[src/rtl/wb_arbiter_2x1.sv]
`default_nettype none
// ============================================================================
// Module   : wb_arbiter_2x1
// Brief    : Round-robin pipelined Wishbone arbiter, two initiators to one target.
// Revision : 1.0 - initial release
// ============================================================================
module wb_arbiter_2x1 #(
    parameter int ADR_WIDTH  = 16,
    parameter int DAT_WIDTH  = 16,
    parameter int SEL_WIDTH  = 2,
    parameter int TGA_WIDTH  = 1,
    parameter int TGC_WIDTH  = 1,
    parameter int TGRD_WIDTH = 1,
    parameter int TGWD_WIDTH = 1,
    parameter int CNT_WIDTH  = 2
) (
    input  logic                  clk_i,
    input  logic                  async_rst_i,

    input  logic                  itr0_cyc_i,
    input  logic                  itr0_stb_i,
    input  logic                  itr0_we_i,
    input  logic                  itr0_lock_i,
    input  logic [SEL_WIDTH-1:0]  itr0_sel_i,
    input  logic [ADR_WIDTH-1:0]  itr0_adr_i,
    input  logic [DAT_WIDTH-1:0]  itr0_dat_i,
    input  logic [TGA_WIDTH-1:0]  itr0_tga_i,
    input  logic [TGC_WIDTH-1:0]  itr0_tgc_i,
    input  logic [TGWD_WIDTH-1:0] itr0_tgd_i,
    output logic                  itr0_ack_o,
    output logic                  itr0_err_o,
    output logic                  itr0_rty_o,
    output logic                  itr0_stall_o,
    output logic [DAT_WIDTH-1:0]  itr0_dat_o,
    output logic [TGRD_WIDTH-1:0] itr0_tgd_o,

    input  logic                  itr1_cyc_i,
    input  logic                  itr1_stb_i,
    input  logic                  itr1_we_i,
    input  logic                  itr1_lock_i,
    input  logic [SEL_WIDTH-1:0]  itr1_sel_i,
    input  logic [ADR_WIDTH-1:0]  itr1_adr_i,
    input  logic [DAT_WIDTH-1:0]  itr1_dat_i,
    input  logic [TGA_WIDTH-1:0]  itr1_tga_i,
    input  logic [TGC_WIDTH-1:0]  itr1_tgc_i,
    input  logic [TGWD_WIDTH-1:0] itr1_tgd_i,
    output logic                  itr1_ack_o,
    output logic                  itr1_err_o,
    output logic                  itr1_rty_o,
    output logic                  itr1_stall_o,
    output logic [DAT_WIDTH-1:0]  itr1_dat_o,
    output logic [TGRD_WIDTH-1:0] itr1_tgd_o,

    output logic                  tgt_cyc_o,
    output logic                  tgt_stb_o,
    output logic                  tgt_we_o,
    output logic                  tgt_lock_o,
    output logic [SEL_WIDTH-1:0]  tgt_sel_o,
    output logic [ADR_WIDTH-1:0]  tgt_adr_o,
    output logic [DAT_WIDTH-1:0]  tgt_dat_o,
    output logic [TGA_WIDTH-1:0]  tgt_tga_o,
    output logic [TGC_WIDTH-1:0]  tgt_tgc_o,
    output logic [TGWD_WIDTH-1:0] tgt_tgd_o,
    input  logic                  tgt_ack_i,
    input  logic                  tgt_err_i,
    input  logic                  tgt_rty_i,
    input  logic                  tgt_stall_i,
    input  logic [DAT_WIDTH-1:0]  tgt_dat_i,
    input  logic [TGRD_WIDTH-1:0] tgt_tgd_i,

    output logic [1:0]            arb_gnt_o
);

    typedef enum logic [1:0] {
        ST_IDLE = 2'd0,
        ST_GNT0 = 2'd1,
        ST_GNT1 = 2'd2
    } state_t;

    localparam logic [CNT_WIDTH-1:0] CNT_MAX  = {CNT_WIDTH{1'b1}};
    localparam logic [CNT_WIDTH-1:0] CNT_ONE  = {{(CNT_WIDTH-1){1'b0}}, 1'b1};
    localparam logic [CNT_WIDTH-1:0] CNT_ZERO = {CNT_WIDTH{1'b0}};

    state_t                state_q, state_d;
    logic                  ptr_q, ptr_d;
    logic [CNT_WIDTH-1:0]  cnt_q, cnt_d;

    logic                  gnt0, gnt1, full, acc, rsp;

    assign gnt0 = (state_q == ST_GNT0);
    assign gnt1 = (state_q == ST_GNT1);
    assign full = (cnt_q == CNT_MAX);

    always_comb begin
        tgt_cyc_o  = 1'b0;
        tgt_stb_o  = 1'b0;
        tgt_we_o   = 1'b0;
        tgt_lock_o = 1'b0;
        tgt_sel_o  = '0;
        tgt_adr_o  = '0;
        tgt_dat_o  = '0;
        tgt_tga_o  = '0;
        tgt_tgc_o  = '0;
        tgt_tgd_o  = '0;
        case (state_q)
            ST_GNT0: begin
                tgt_cyc_o  = itr0_cyc_i;
                tgt_stb_o  = itr0_stb_i & ~full;
                tgt_we_o   = itr0_we_i;
                tgt_lock_o = itr0_lock_i;
                tgt_sel_o  = itr0_sel_i;
                tgt_adr_o  = itr0_adr_i;
                tgt_dat_o  = itr0_dat_i;
                tgt_tga_o  = itr0_tga_i;
                tgt_tgc_o  = itr0_tgc_i;
                tgt_tgd_o  = itr0_tgd_i;
            end
            ST_GNT1: begin
                tgt_cyc_o  = itr1_cyc_i;
                tgt_stb_o  = itr1_stb_i & ~full;
                tgt_we_o   = itr1_we_i;
                tgt_lock_o = itr1_lock_i;
                tgt_sel_o  = itr1_sel_i;
                tgt_adr_o  = itr1_adr_i;
                tgt_dat_o  = itr1_dat_i;
                tgt_tga_o  = itr1_tga_i;
                tgt_tgc_o  = itr1_tgc_i;
                tgt_tgd_o  = itr1_tgd_i;
            end
            default: ;
        endcase
    end

    // Responses with nothing outstanding are dropped here, so the owner never sees them.
    assign acc = tgt_cyc_o & tgt_stb_o & ~tgt_stall_i;
    assign rsp = tgt_cyc_o & (tgt_ack_i | tgt_err_i | tgt_rty_i) & (cnt_q != CNT_ZERO);

    assign itr0_ack_o   = gnt0 & tgt_ack_i & rsp;
    assign itr0_err_o   = gnt0 & tgt_err_i & rsp;
    assign itr0_rty_o   = gnt0 & tgt_rty_i & rsp;
    assign itr0_stall_o = gnt0 ? (tgt_stall_i | full) : 1'b1;
    assign itr0_dat_o   = tgt_dat_i;
    assign itr0_tgd_o   = tgt_tgd_i;

    assign itr1_ack_o   = gnt1 & tgt_ack_i & rsp;
    assign itr1_err_o   = gnt1 & tgt_err_i & rsp;
    assign itr1_rty_o   = gnt1 & tgt_rty_i & rsp;
    assign itr1_stall_o = gnt1 ? (tgt_stall_i | full) : 1'b1;
    assign itr1_dat_o   = tgt_dat_i;
    assign itr1_tgd_o   = tgt_tgd_i;

    assign arb_gnt_o = {gnt1, gnt0};

    always_comb begin
        state_d = state_q;
        ptr_d   = ptr_q;
        cnt_d   = cnt_q;
        if (acc && !rsp) begin
            cnt_d = cnt_q + CNT_ONE;
        end else if (rsp && !acc) begin
            cnt_d = cnt_q - CNT_ONE;
        end
        case (state_q)
            ST_IDLE: begin
                // On a tie the pointer names the last owner; the other one wins.
                if (itr0_cyc_i && (!itr1_cyc_i || ptr_q)) begin
                    state_d = ST_GNT0;
                    ptr_d   = 1'b0;
                end else if (itr1_cyc_i) begin
                    state_d = ST_GNT1;
                    ptr_d   = 1'b1;
                end
            end
            ST_GNT0: begin
                if (!itr0_cyc_i && !itr0_lock_i) begin
                    state_d = ST_IDLE;
                    cnt_d   = CNT_ZERO;
                end
            end
            ST_GNT1: begin
                if (!itr1_cyc_i && !itr1_lock_i) begin
                    state_d = ST_IDLE;
                    cnt_d   = CNT_ZERO;
                end
            end
            default: begin
                state_d = ST_IDLE;
                cnt_d   = CNT_ZERO;
            end
        endcase
    end

    always_ff @(posedge clk_i or posedge async_rst_i) begin
        if (async_rst_i) begin
            state_q <= ST_IDLE;
            ptr_q   <= 1'b1;
            cnt_q   <= CNT_ZERO;
        end else begin
            state_q <= state_d;
            ptr_q   <= ptr_d;
            cnt_q   <= cnt_d;
        end
    end

endmodule
`default_nettype wire

[config.mk]
export PLATFORM = sky130hd
export DESIGN_NAME = wb_arbiter_2x1
export DESIGN_NICKNAME = d
export VERILOG_FILES = /design/src/rtl/wb_arbiter_2x1.sv
export SDC_FILE = /design/constraint.sdc
export NUM_CORES = 1
export LEC_CHECK = 0
export BUFFER_PORTS_ARGS = -buffer_cell sky130_fd_sc_hd__buf_2
export CAP_MARGIN = 25
export CORE_AREA = 2 2 73 75
export CTS_CLUSTER_SIZE = 24
export DETAILED_ROUTE_END_ITERATION = 8
export DIE_AREA = 0 0 75 77
export GPL_TIMING_DRIVEN = 0
export HOLD_SLACK_MARGIN = 0.15
export PLACE_DENSITY = 0.83
export SLEW_MARGIN = 20
export SYNTH_ARGS = -nofsm -noshare
export SYNTH_HDL_FRONTEND = slang
export SYNTH_SLANG_ARGS = --single-unit
[constraint.sdc]
create_clock -name clk_i -period 4.32 [get_ports clk_i]
set_clock_uncertainty 0.2 [all_clocks]
set_input_delay 0.864 -clock clk_i [delete_from_list [all_inputs] [get_ports clk_i]]
set_output_delay 0.864 -clock clk_i [all_outputs]
set_load 0.01 [all_outputs]
==> impl_metrics.sql <==
INSERT INTO impl_metrics (metric_group, metric, value, unit) VALUES
('sta', 'finalSetupViolCount', '0', ''),
('worst_setup_path', 'critical_path_arrival', '2.28', 'ns'),
('die', 'chipWidth', '75', 'microns'),
('detailed_routing', 'vias_per_cell', '4.588', ''),
('yosys', 'synth_top_area_cell', 'sky130_fd_sc_hd__a22oi_1', ''),
('cells_and_area', 'layout_commonest_cell', 'sky130_fd_sc_hd__buf_2', ''),
('placed_design', 'total_placed_instance_area', '2313', 'sq um'),
('placed_design', 'place.port_buffers', '172', ''),
('yosys', 'synth.avg_cell_area', '7.147', 'sq um'),
('sta', 'period_needed', '3.348', 'ns'),
('global_routing', 'overflow', '0', ''),
('sta', 'max_clock_freq', '298.7', 'MHz'),
('cells_and_area', 'fin_util', '0.4739', ''),
('power', 'total_leakage_power', '0.001331', 'uW'),
('min_path', 'hold_path_depth', '2', ''),
('worst_setup_path', 'critical_path.startpoint_type', 'flop', ''),
('global_routing', 'grt_pass1_wl', '8349', 'microns'),
('die', 'design.core.area', '4977', 'sq um'),
('outcome', 'result_of_the_run', 'finished, final reports clean', ''),
('sta', 'drv_slew', '0', ''),
('job', 'cap_viol_max_count', '0', ''),
('cells_and_area', 'final_design_area_no_fill', '2359', 'sq um'),
('clocking', 'postCtsSetupRepairBufs', '0', ''),
('clocking', 'clock-sinks', '5', ''),
('detailed_routing', 'totalWireLength', '5634', 'microns'),
('detailed_routing', 'detail_route.first_pass.iterations', '4', ''),
('clocking', 'tritoncts', 'done', ''),
('cells_and_area', 'diodes', '0', ''),
('sta', 'finalHoldViolCount', '0', ''),
('yosys', 'synth.distinct_cells', '27', ''),
('global_routing', 'grt_util_all_layers', '0.1816', ''),
('detailed_routing', 'detail_route.drc_violations', '0', ''),
('worst_setup_path', 'timing.setup.critical_path_class', 'reg2out', ''),
('worst_setup_path', 'cp_cell_sequence', 'inv_1 > ha_1 > clkbuf_1 > a22o_1 > nand2_1 > nor2_1 > and3_1 > buf_2', ''),
('clocking', 'cts_root_buf', 'sky130_fd_sc_hd__clkbuf_8', ''),
('yosys', 'count_of_warnings_emitted_by_yosys', '0', ''),
('global_routing', 'vias_in_the_first_global_route', '1918', ''),
('detailed_routing', 'postRouteAntennaNets', '0', ''),
('clocking', 'cts-buffers-inserted', '3', ''),
('clocking', 'clock_tree.buffer_depth', '2', ''),
('worst_setup_path', 'r2r_cells', '6', ''),
('clocking', 'worst_setup_hold_path_clk_slew', '0.04', 'ns'),
('sta', 'slew_headroom', '0.6463', ''),
('sta', 'transition_time_at_the_pin_with_the_least_slew_margin', '0.5305', 'ns'),
('yosys', 'syn_nets', '303', ''),
('global_routing', 'antenna_found_initial', '0', ''),
('power', 'power_per_cell_area', '419.6', 'nW/um^2'),
('cells_and_area', 'nets', '480', ''),
('die', 'rows', '26', ''),
('die', 'io_pins', '190', ''),
('worst_setup_path', 'critical_path.max_stage_delay', '0.43', 'ns'),
('die', 'chipHeight', '77', 'microns'),
('power', 'ir_worst_vdd', '0.2146', 'mV'),
('min_path', 'hold_class', 'reg2reg', ''),
('clocking', 'cts_hold_buf', '0', ''),
('yosys', 'netlist_area', '1365', 'sq um'),
('placed_design', 'gp_congestion', '0.7603', ''),
('worst_setup_path', 'worst_path_max_delay_cell', 'sky130_fd_sc_hd__clkbuf_1', ''),
('detailed_routing', 'drt_iter0_markers', '111', ''),
('sta', 'finalSetupTns', '0', 'ns'),
('global_routing', 'grt_start_max_net_pins', '11', ''),
('yosys', 'seq_area_frac_synth', '0.09258', ''),
('die', 'floorplan.initialDensity', '0.2743', ''),
('yosys', 'ys_ff_latch', '5', ''),
('clocking', 'postCtsResizedCells', '0', ''),
('detailed_routing', 'vias', '2005', ''),
('sta', 'timing.final.crit_share', '0.7751', ''),
('worst_setup_path', 'largest_fanout_on_the_critical_path', '10', ''),
('cells_and_area', 'most_frequent_cells_in_the_layout', 'sky130_fd_sc_hd__buf_2 (173), sky130_fd_sc_hd__a22oi_1 (40), sky130_fd_sc_hd__nor2b_1 (39)', ''),
('placed_design', 'dp_hpwl', '4804', 'microns'),
('yosys', 'postSynthCellCount', '191', '');
-- sequential cells by signal (all words and copies together) (netlist names) --
register / cells
cnt_q: 2
ptr_q: 1
state_q: 2
-- cell usage after synthesis, drive strengths merged --
library cell   n
a21oi          2
a22o           1
a22oi         40
a311o          1
a31oi          2
and3           6
buf           41
clkbuf         9
dfrtp          4
dfstp          1
ha             7
inv            7
mux2           1
mux2i          2
nand2          9
nand3          2
nand3b         1
nor2           6
nor2b         39
nor3           2
nor4b          1
o2111ai        1
o21ai          4
o221ai         1
o22ai          1
-- kinds of logic (layout without fill, tap and decap cells) --
kind of cell	after synthesis	after routing	synth area share
flops	5	5	0.09258
simple gates	66	66	0.2786
mux	3	3	0.02566
fa+ha+maj	7	7	0.06416
compound gates	53	53	0.2823
buf+inv	57	233	0.2566
-- metal layers --
metal | share of wire | GRT usage | vias to the layer above
met4 | 0.011 | 0.03571 | 0
met1 | 0.36 | 0.1869 | 876
met3 | 0.096 | 0.03022 | 8
li1 | - | - | 994
met2 | 0.53 | 0.3640 | 127
met5 | 0 | 0 | -
-- through the flow --
| step | hold slack (ns) | power (uW) | worst slack, ns | cells |
|---|---|---|---|---|
| after floorplan | 0.3042 | 619.8 | 1.694 | 191 |
| after global placement | 0.3123 | 886.6 | 1.220 | 433 |
| after detailed placement | 0.3342 | 904.4 | 1.200 | 433 |
| after CTS | 0.3336 | 1002 | 0.9396 | 437 |
| after global routing | 0.3474 | 1094 | 0.7604 | 437 |
| final | 0.3346 | 989.6 | 0.9717 | 437 |
-- critical path, delay by kind of cell, from the launching register on --
| family | cells | cell delay, ns |
|---|---|---|
| simple gates | 3 | 0.56 |
| compound gates | 1 | 0.26 |
| buf+inv | 3 | 0.66 |
| flops | 1 | 0.42 |
| fa+ha+maj | 1 | 0.17 |
-- worst paths after layout --
path,start,endpoint,slack (ns)
max,state_q[1],itr0_err_o,0.97
min,ptr_q,ptr_q,0.33
max reg2reg,state_q[0],cnt_q[0],2.04
min reg2reg,ptr_q,ptr_q,0.33
max in group asynchronous,async_rst_i,ptr_q,3.33
min in group asynchronous,async_rst_i,cnt_q[1],0.34
-- final cells by class --
class / instances / area [sq um]
plain buffers: 50 / 324.1
well taps: 70 / 87.58
fillers: 505 / 2619
repair buffers: 172 / 860.8
inverters: 7 / 26.28
multi-input cells: 129 / 888.4
flip-flops and latches: 5 / 126.4
clock buffers: 4 / 45.04
-- report_power, final --
| group | internal [uW] | leakage, uW | switching, uW |
|---|---|---|---|
| Sequential | 64.5 | 0.0000643 | 15.0 |
| Clock | 63.5 | 0.0000228 | 24.4 |
| Combinational | 370 | 0.00124 | 452 |
| Total | 498 | 0.00133 | 491 |
Power figures use the tool's default switching activity.
